`src/rtl/dpi_stream_sched_if.sv`:
```
// rtl/dpi_stream_sched_if.sv - upstream byte-stream handshake bundle for dpi_stream_sched
//
// Signals:
//   in_valid      source -> sched  byte beat valid
//   in_ready      sched  -> source beat accepted when in_valid && in_ready
//   in_data[7:0]  source -> sched  packet byte
//   in_sop        source -> sched  first beat of packet
//   in_eop        source -> sched  last beat of packet (sop&eop = 1-byte packet)
//   in_stream_id  source -> sched  stream id, meaningful on the sop beat
interface dpi_stream_sched_if;
    logic       in_valid;
    logic       in_ready;
    logic [7:0] in_data;
    logic       in_sop;
    logic       in_eop;
    logic [5:0] in_stream_id;

    modport master (
        output in_valid, in_data, in_sop, in_eop, in_stream_id,
        input  in_ready
    );

    modport slave (
        input  in_valid, in_data, in_sop, in_eop, in_stream_id,
        output in_ready
    );
endinterface

```
`src/rtl/dpi_stream_sched.sv`:
```
// rtl/dpi_stream_sched.sv - per-packet scheduler feeding a bank of regex matcher wrappers
//
// Ports:
//   clk, rst_n            clock, synchronous active-low reset
//   up (slave)            upstream byte stream (valid/ready/data/sop/eop/stream_id)
//   cfg_we/cfg_stream_id/cfg_enable_mask  enable-table write port
//   cfg_clear             clear the seen-stream bitmap
//   char_in/char_in_vld   registered byte stream to the matchers
//   load_state            one-cycle pulse starting matcher state restore
//   stream_id/new_stream_id/enable  per-packet context, latched at sop
//   eop                   one-cycle pulse finalizing the packet
//   busy                  scheduler not idle
//   pkt_count             eop pulses issued (wrapping)
//   err_count             protocol-error beats (saturating)
module dpi_stream_sched #(
    parameter int N_REGEX   = 8,
    parameter int LOAD_GAP  = 2,
    parameter int DRAIN_GAP = 3
) (
    input  logic                clk,
    input  logic                rst_n,
    dpi_stream_sched_if.slave   up,
    input  logic                cfg_we,
    input  logic [5:0]          cfg_stream_id,
    input  logic [N_REGEX-1:0]  cfg_enable_mask,
    input  logic                cfg_clear,
    output logic [7:0]          char_in,
    output logic                char_in_vld,
    output logic                load_state,
    output logic [5:0]          stream_id,
    output logic                new_stream_id,
    output logic                eop,
    output logic [N_REGEX-1:0]  enable,
    output logic                busy,
    output logic [15:0]         pkt_count,
    output logic [15:0]         err_count
);

    typedef enum logic [2:0] {
        S_IDLE,
        S_LOAD,
        S_GAP,
        S_STREAM,
        S_DRAIN,
        S_EOP
    } state_t;

    state_t             state;
    logic               ready_q;
    logic               first_beat;
    logic [15:0]        cnt;
    logic [63:0]        seen;
    logic [N_REGEX-1:0] en_table [64];

    logic sop_wait;
    logic accept;
    logic in_window;
    logic err_evt;

    // A sop beat is held off in IDLE so the matchers can restore state first;
    // it is accepted later as the first data byte of the packet.
    assign sop_wait    = up.in_valid & up.in_sop;
    assign up.in_ready = (state == S_IDLE) ? (ready_q & ~sop_wait) : ready_q;
    assign accept      = up.in_valid & up.in_ready;
    assign in_window   = (state == S_LOAD) || (state == S_GAP) || (state == S_STREAM);

    // Anything accepted in IDLE is a stray non-sop beat; inside a packet a
    // sop on any beat other than the first is a protocol error.
    assign err_evt = accept & ((state == S_IDLE) | (up.in_sop & ~first_beat));

    always_ff @(posedge clk) begin
        if (!rst_n) begin
            state         <= S_IDLE;
            ready_q       <= 1'b0;
            first_beat    <= 1'b0;
            cnt           <= '0;
            char_in       <= '0;
            char_in_vld   <= 1'b0;
            load_state    <= 1'b0;
            stream_id     <= '0;
            new_stream_id <= 1'b0;
            eop           <= 1'b0;
            enable        <= '0;
            busy          <= 1'b0;
            pkt_count     <= '0;
            err_count     <= '0;
        end else begin
            char_in_vld <= 1'b0;
            load_state  <= 1'b0;
            eop         <= 1'b0;

            if (err_evt && (err_count != 16'hFFFF)) begin
                err_count <= err_count + 16'd1;
            end

            if (accept && in_window) begin
                char_in     <= up.in_data;
                char_in_vld <= 1'b1;
                first_beat  <= 1'b0;
            end

            case (state)
                S_IDLE: begin
                    ready_q <= 1'b1;
                    if (sop_wait) begin
                        state         <= S_LOAD;
                        load_state    <= 1'b1;
                        busy          <= 1'b1;
                        stream_id     <= up.in_stream_id;
                        enable        <= en_table[up.in_stream_id];
                        new_stream_id <= ~seen[up.in_stream_id];
                        first_beat    <= 1'b1;
                        // cnt = cycles left until STREAM, counting the LOAD cycle.
                        cnt           <= 16'(LOAD_GAP);
                        // in_ready opens one cycle before STREAM so the first
                        // byte reaches char_in exactly LOAD_GAP after load_state.
                        ready_q       <= (LOAD_GAP == 1);
                    end
                end

                S_LOAD, S_GAP, S_STREAM: begin
                    if (accept && up.in_eop) begin
                        state   <= S_DRAIN;
                        ready_q <= 1'b0;
                        cnt     <= 16'(DRAIN_GAP - 1);
                    end else if (state != S_STREAM) begin
                        if (cnt <= 16'd1) begin
                            state <= S_STREAM;
                        end else begin
                            state   <= S_GAP;
                            cnt     <= cnt - 16'd1;
                            ready_q <= (cnt <= 16'd2);
                        end
                    end
                end

                S_DRAIN: begin
                    // Entered the cycle of the final char_in_vld; eop lands
                    // DRAIN_GAP cycles after it.
                    if (cnt == 16'd0) begin
                        state <= S_EOP;
                        eop   <= 1'b1;
                    end else begin
                        cnt <= cnt - 16'd1;
                    end
                end

                S_EOP: begin
                    state     <= S_IDLE;
                    busy      <= 1'b0;
                    ready_q   <= 1'b1;
                    pkt_count <= pkt_count + 16'd1;
                end

                default: begin
                    state   <= S_IDLE;
                    busy    <= 1'b0;
                    ready_q <= 1'b0;
                end
            endcase
        end
    end

    // Enable table and seen bitmap. The per-packet enable is copied at sop,
    // so table writes never disturb a packet already in flight.
    always_ff @(posedge clk) begin
        if (!rst_n) begin
            seen <= '0;
            for (int i = 0; i < 64; i++) begin
                en_table[i] <= '0;
            end
        end else begin
            if (cfg_we) begin
                en_table[cfg_stream_id] <= cfg_enable_mask;
            end
            if (cfg_clear) begin
                seen <= '0;
            end
            // Later assignment wins: a coincident clear cannot drop this set.
            if (state == S_EOP) begin
                seen[stream_id] <= 1'b1;
            end
        end
    end

endmodule

```
`src/flat_wrapper.sv`:
```
// flat-port wrapper written by rule: the top's interface ports become plain ports
module dpi_stream_sched_flat 
#(
    parameter int N_REGEX   = 8,
    parameter int LOAD_GAP  = 2,
    parameter int DRAIN_GAP = 3
)
  (clk, rst_n, cfg_we, cfg_stream_id, cfg_enable_mask, cfg_clear, char_in, char_in_vld, load_state, stream_id, new_stream_id, eop, enable, busy, pkt_count, err_count, up_in_valid, up_in_data, up_in_sop, up_in_eop, up_in_stream_id, up_in_ready);
  dpi_stream_sched_if up_i ();
  input  logic clk;
  input  logic rst_n;
  input  logic cfg_we;
  input  logic [5:0] cfg_stream_id;
  input  logic [N_REGEX-1:0] cfg_enable_mask;
  input  logic cfg_clear;
  output logic [7:0] char_in;
  output logic char_in_vld;
  output logic load_state;
  output logic [5:0] stream_id;
  output logic new_stream_id;
  output logic eop;
  output logic [N_REGEX-1:0] enable;
  output logic busy;
  output logic [15:0] pkt_count;
  output logic [15:0] err_count;
  input wire logic [$bits(up_i.in_valid)-1:0] up_in_valid;
  input wire logic [$bits(up_i.in_data)-1:0] up_in_data;
  input wire logic [$bits(up_i.in_sop)-1:0] up_in_sop;
  input wire logic [$bits(up_i.in_eop)-1:0] up_in_eop;
  input wire logic [$bits(up_i.in_stream_id)-1:0] up_in_stream_id;
  output wire logic [$bits(up_i.in_ready)-1:0] up_in_ready;
  assign up_i.in_valid = up_in_valid;
  assign up_i.in_data = up_in_data;
  assign up_i.in_sop = up_in_sop;
  assign up_i.in_eop = up_in_eop;
  assign up_i.in_stream_id = up_in_stream_id;
  assign up_in_ready = up_i.in_ready;
  dpi_stream_sched #(.N_REGEX(N_REGEX), .LOAD_GAP(LOAD_GAP), .DRAIN_GAP(DRAIN_GAP)) u_core (.clk(clk), .rst_n(rst_n), .up(up_i), .cfg_we(cfg_we), .cfg_stream_id(cfg_stream_id), .cfg_enable_mask(cfg_enable_mask), .cfg_clear(cfg_clear), .char_in(char_in), .char_in_vld(char_in_vld), .load_state(load_state), .stream_id(stream_id), .new_stream_id(new_stream_id), .eop(eop), .enable(enable), .busy(busy), .pkt_count(pkt_count), .err_count(err_count));
endmodule
```
`config.mk`:
```
export PLATFORM = sky130hd
export DESIGN_NAME = dpi_stream_sched_flat
export DESIGN_NICKNAME = d
export VERILOG_FILES = /design/src/rtl/dpi_stream_sched_if.sv /design/src/rtl/dpi_stream_sched.sv /design/src/flat_wrapper.sv
export SDC_FILE = /design/constraint.sdc
export NUM_CORES = 1
export LEC_CHECK = 0
export ABC_CLOCK_PERIOD_IN_PS = 3760
export BUFFER_PORTS_ARGS = -buffer_cell sky130_fd_sc_hd__buf_2
export CAP_MARGIN = 10
export CORE_MARGIN = 4
export CORE_UTILIZATION = 60
export CTS_BUF_LIST = sky130_fd_sc_hd__clkbuf_2 sky130_fd_sc_hd__clkbuf_4 sky130_fd_sc_hd__clkbuf_8
export DETAILED_ROUTE_END_ITERATION = 7
export GPL_TIMING_DRIVEN = 0
export PLACE_DENSITY = 0.89
export SLEW_MARGIN = 20
export SYNTH_ARGS = -nofsm -noshare
export SYNTH_HDL_FRONTEND = slang
export SYNTH_SLANG_ARGS = --single-unit
```
`constraint.sdc`:
```
create_clock -name clk -period 3.76 [get_ports clk]
set_clock_uncertainty 0.2 [all_clocks]
set_input_delay 0.564 -clock clk [delete_from_list [all_inputs] [get_ports clk]]
set_output_delay 0.564 -clock clk [all_outputs]
set_load 0.005 [all_outputs]
```
==> impl_metrics.tcl <==
set metrics [dict create \
    status "finished, violations left" \
    violations "DRC, setup timing" \
    track_usage_pct 32.54 \
    synth-edff-count 512 \
    min_period_over_period_pct 100.6 \
    die_x_um 232.6 \
    routed_wl_um 89650 \
    portBuffers 82 \
    synth_fp_nets 2458 \
    synth-warning-count 0 \
    worstPathCellList "clkdlybuf4s15_1, clkbuf_2, buf_2, mux4_2, a22oi_1, nand2_1, a211oi_1, o221ai_1" \
    ir_drop_mv 0.3749 \
    stdcell_count 3375 \
    io_pins 95 \
    slowest_delay_ns 0.67 \
    wl_per_cell_um 26.56 \
    async_flop_share_pct 0 \
    ys_top_cells_by_count "and2_1 (540), edfxtp_1 (512), nor2_1 (173), clkbuf_1 (151), dfxtp_1 (144)" \
    critPathArrivalTime_ns 4.13 \
    htree_levels 3 \
    grt_pass1_wl_um 130800 \
    max_cap_viol_count 0 \
    fillCellCount 3394 \
    hp-class "input port to flip-flop" \
    vias 22170 \
    synth_area_per_cell_um2 12.52 \
    synth_area_um2 30270 \
    antenna_left 0 \
    worst_pin_slew_ns 1.201 \
    fmax_ghz 0.2643 \
    drive_above_1_share_pct 16.28 \
    crit_fanout 10 \
    netlist.top_cell.by_area "edfxtp_1" \
    first_pass_iters 8 \
    powerDensity_nw_per_um2 505.3 \
    die_area_um2 54110 \
    leakage_uw 0.01203 \
    synth_area_leaders "edfxtp_1 (51%), and2_1 (11%), dfxtp_1 (9.5%), mux4_2 (5.7%), mux2i_1 (2.7%)" \
    path_class "input port to flip-flop" \
    clk_path_buf_depth 3 \
    ys_ff_latch 656 \
    dp.cells 3171 \
    gp_congestion 1.011 \
    setup_viol 2 \
    antenna_cells 0 \
    syn_to_final_growth_pct 11.91 \
    die_y_um 232.6 \
    ys_seq_area_share_pct 60.31 \
    rows 82 \
    synthCells 2417 \
    layout_min_cycle_time_ns 3.784 \
    hold_viol_final 0 \
    crit_required_ns 4.10 \
    cts_root_buffer "clkbuf_8" \
    rsz0062_at_grt "yes" \
    synth_top_area_share_pct 50.79 \
    drc 2 \
    grt_pass1_vias 21720 \
    cts.sinks 656 \
    grt_max_degree 14 \
    synth_ff_type "edfxtp_1" \
    area.sequential_um2 18260 \
    cp-end-kind "flip-flop" \
    fin_nets 2657 \
    grt.overflow.total 0 \
    maxSlewViolCount 0 \
    cts_buffers 104 \
    clkSlewWorstSetupHoldPaths_ns 0.06 \
    place_worst_setup_slack_ns -0.8404 \
    design.core.area_um2 49970 \
    vias_per_cell 6.567 \
    multiInputGateArea_um2 11270 \
    initial_utilization_pct 60.58 \
    synth_cell_types 63 \
    clock_latency_ns 0.72 \
    critPathLaunchType "input port" \
    cts_tree "built" \
    drtIter0Drc 3518 \
    antenna_found_initial 5 \
    hpwl_um 61740 \
    slew_headroom_pct 19.11 \
    layout_setup_ws_ns -0.02388 \
    yosysMostFrequentCell "and2_1" \
    cp_slowest_cell "clkdlybuf4s15_1" \
    final_util_pct 67.80 \
]
-- cells by family (layout without fill, tap and decap cells) --
logic type      after synthesis  after routing  share of synthesized area, %
simple gates                978            978                         18.17
flops                       656            656                         60.31
compound gates              342            342                         7.519
mux                         225            225                         10.86
buf+inv                     196            482                         2.480
xor+xnor                     14             14                        0.4051
fa+ha+maj                     6              6                        0.2480
-- worst max-delay path: cells and delay by family --
family | cells | cell delay, ns
AOI/OAI and AO/OA | 3 | 0.90
buffers and inverters | 3 | 1.82
muxes | 1 | 0.63
and+or+nand+nor | 1 | 0.19
-- registers in the layout, indices dropped and copies added, names as in the netlist, 3 cells and up --
name,cells
u_core.cnt,16
u_core.en_table,512
u_core.enable,8
u_core.seen,64
u_core.err_count,16
u_core.stream_id,6
u_core.char_in,8
u_core.state,3
u_core.pkt_count,16
-- final timing paths --
path / cells after the start / slack (ns) / start / endpoint
max: 8 / -0.02 / up_in_stream_id[0] / u_core.enable[4]
max reg2reg: 7 / 0.79 / u_core.cnt[2] / u_core.cnt[4]
min reg2reg: 2 / 0.26 / u_core.char_in[0] / u_core.char_in[0]
min: 3 / 0.16 / up_in_valid / u_core.state[1]
-- cells in the final DEF, fill, tap and decap left out, types with 16 or more instances in the layout --
cell type,synthesis,routed
mux2_2,68,68
o21ai_1,0,56
or3_1,19,19
clkbuf_8,0,120
mux2i_1,81,81
edfxtp_1,512,512
and2_1,540,540
a21oi_1,72,72
buf_1,26,23
mux4_2,76,76
buf_2,6,88
o22ai_1,33,33
o2bb2ai_1,24,24
o21ai_0,74,18
nand3_1,32,32
dfxtp_1,144,144
nor3_1,24,24
clkinv_1,0,21
a22o_1,17,17
a211oi_1,17,17
nand2_1,85,85
a221oi_1,16,16
nor2_1,173,173
clkbuf_1,151,148
a22oi_1,33,33
clkbuf_4,0,28
-- metrics by stage --
stage | setup TNS, ns | power (uW) | hold slack (ns) | cell area, um^2
2_1_floorplan | 0 | 9905 | 0.2477 | 30270
3_3_place_gp | -29.58 | 10560 | 0.2424 | 31520
3_5_place_dp | -16.65 | 10650 | 0.2478 | 31530
4_1_cts | 0 | 16980 | 0.1014 | 33850
5_1_grt | -0.03314 | 17550 | 0.1253 | 33880
6_report | -0.02763 | 17120 | 0.1563 | 33880
-- per-layer routing --
layer / routed length [um] / vias to the layer above / share of wire [%] / track usage [%]
met2: 40550 / 1835 / 45 / 51.54
met3: 12830 / 393 / 14 / 10.19
met5: 14 / - / 0.016 / 0
met1: 30670 / 10660 / 34 / 40.86
li1: - / 9280 / - / -
met4: 5587 / 2 / 6.2 / 15.95
-- cell type report --
type | instances | share of cell area [%]
clock buffers | 147 | 5.474
clock inverters | 46 | 1.079
flip-flops and latches | 656 | 53.90
multi-input cells | 1565 | 33.28
repair buffers | 93 | 1.529
inverters | 11 | 0.1219
well taps | 672 | 2.482
plain buffers | 185 | 2.139
-- power breakdown --
group          total, uW  leakage (uW)  switching, uW  internal, uW
logic               2220       0.00483           1430           787
registers           8400       0.00603            197          8200
clock network       6500       0.00117           2910          3590
-- repair_timing --
item / in CTS / in global routing
gates resized for setup: 1 / 3
endpoints found under the hold margin: 10 / 0
setup endpoints to repair: 4 / 4
hold buffers: 10 / 0
setup buffers: 0 / 0
No activity file was read; power rests on OpenSTA's default activity.
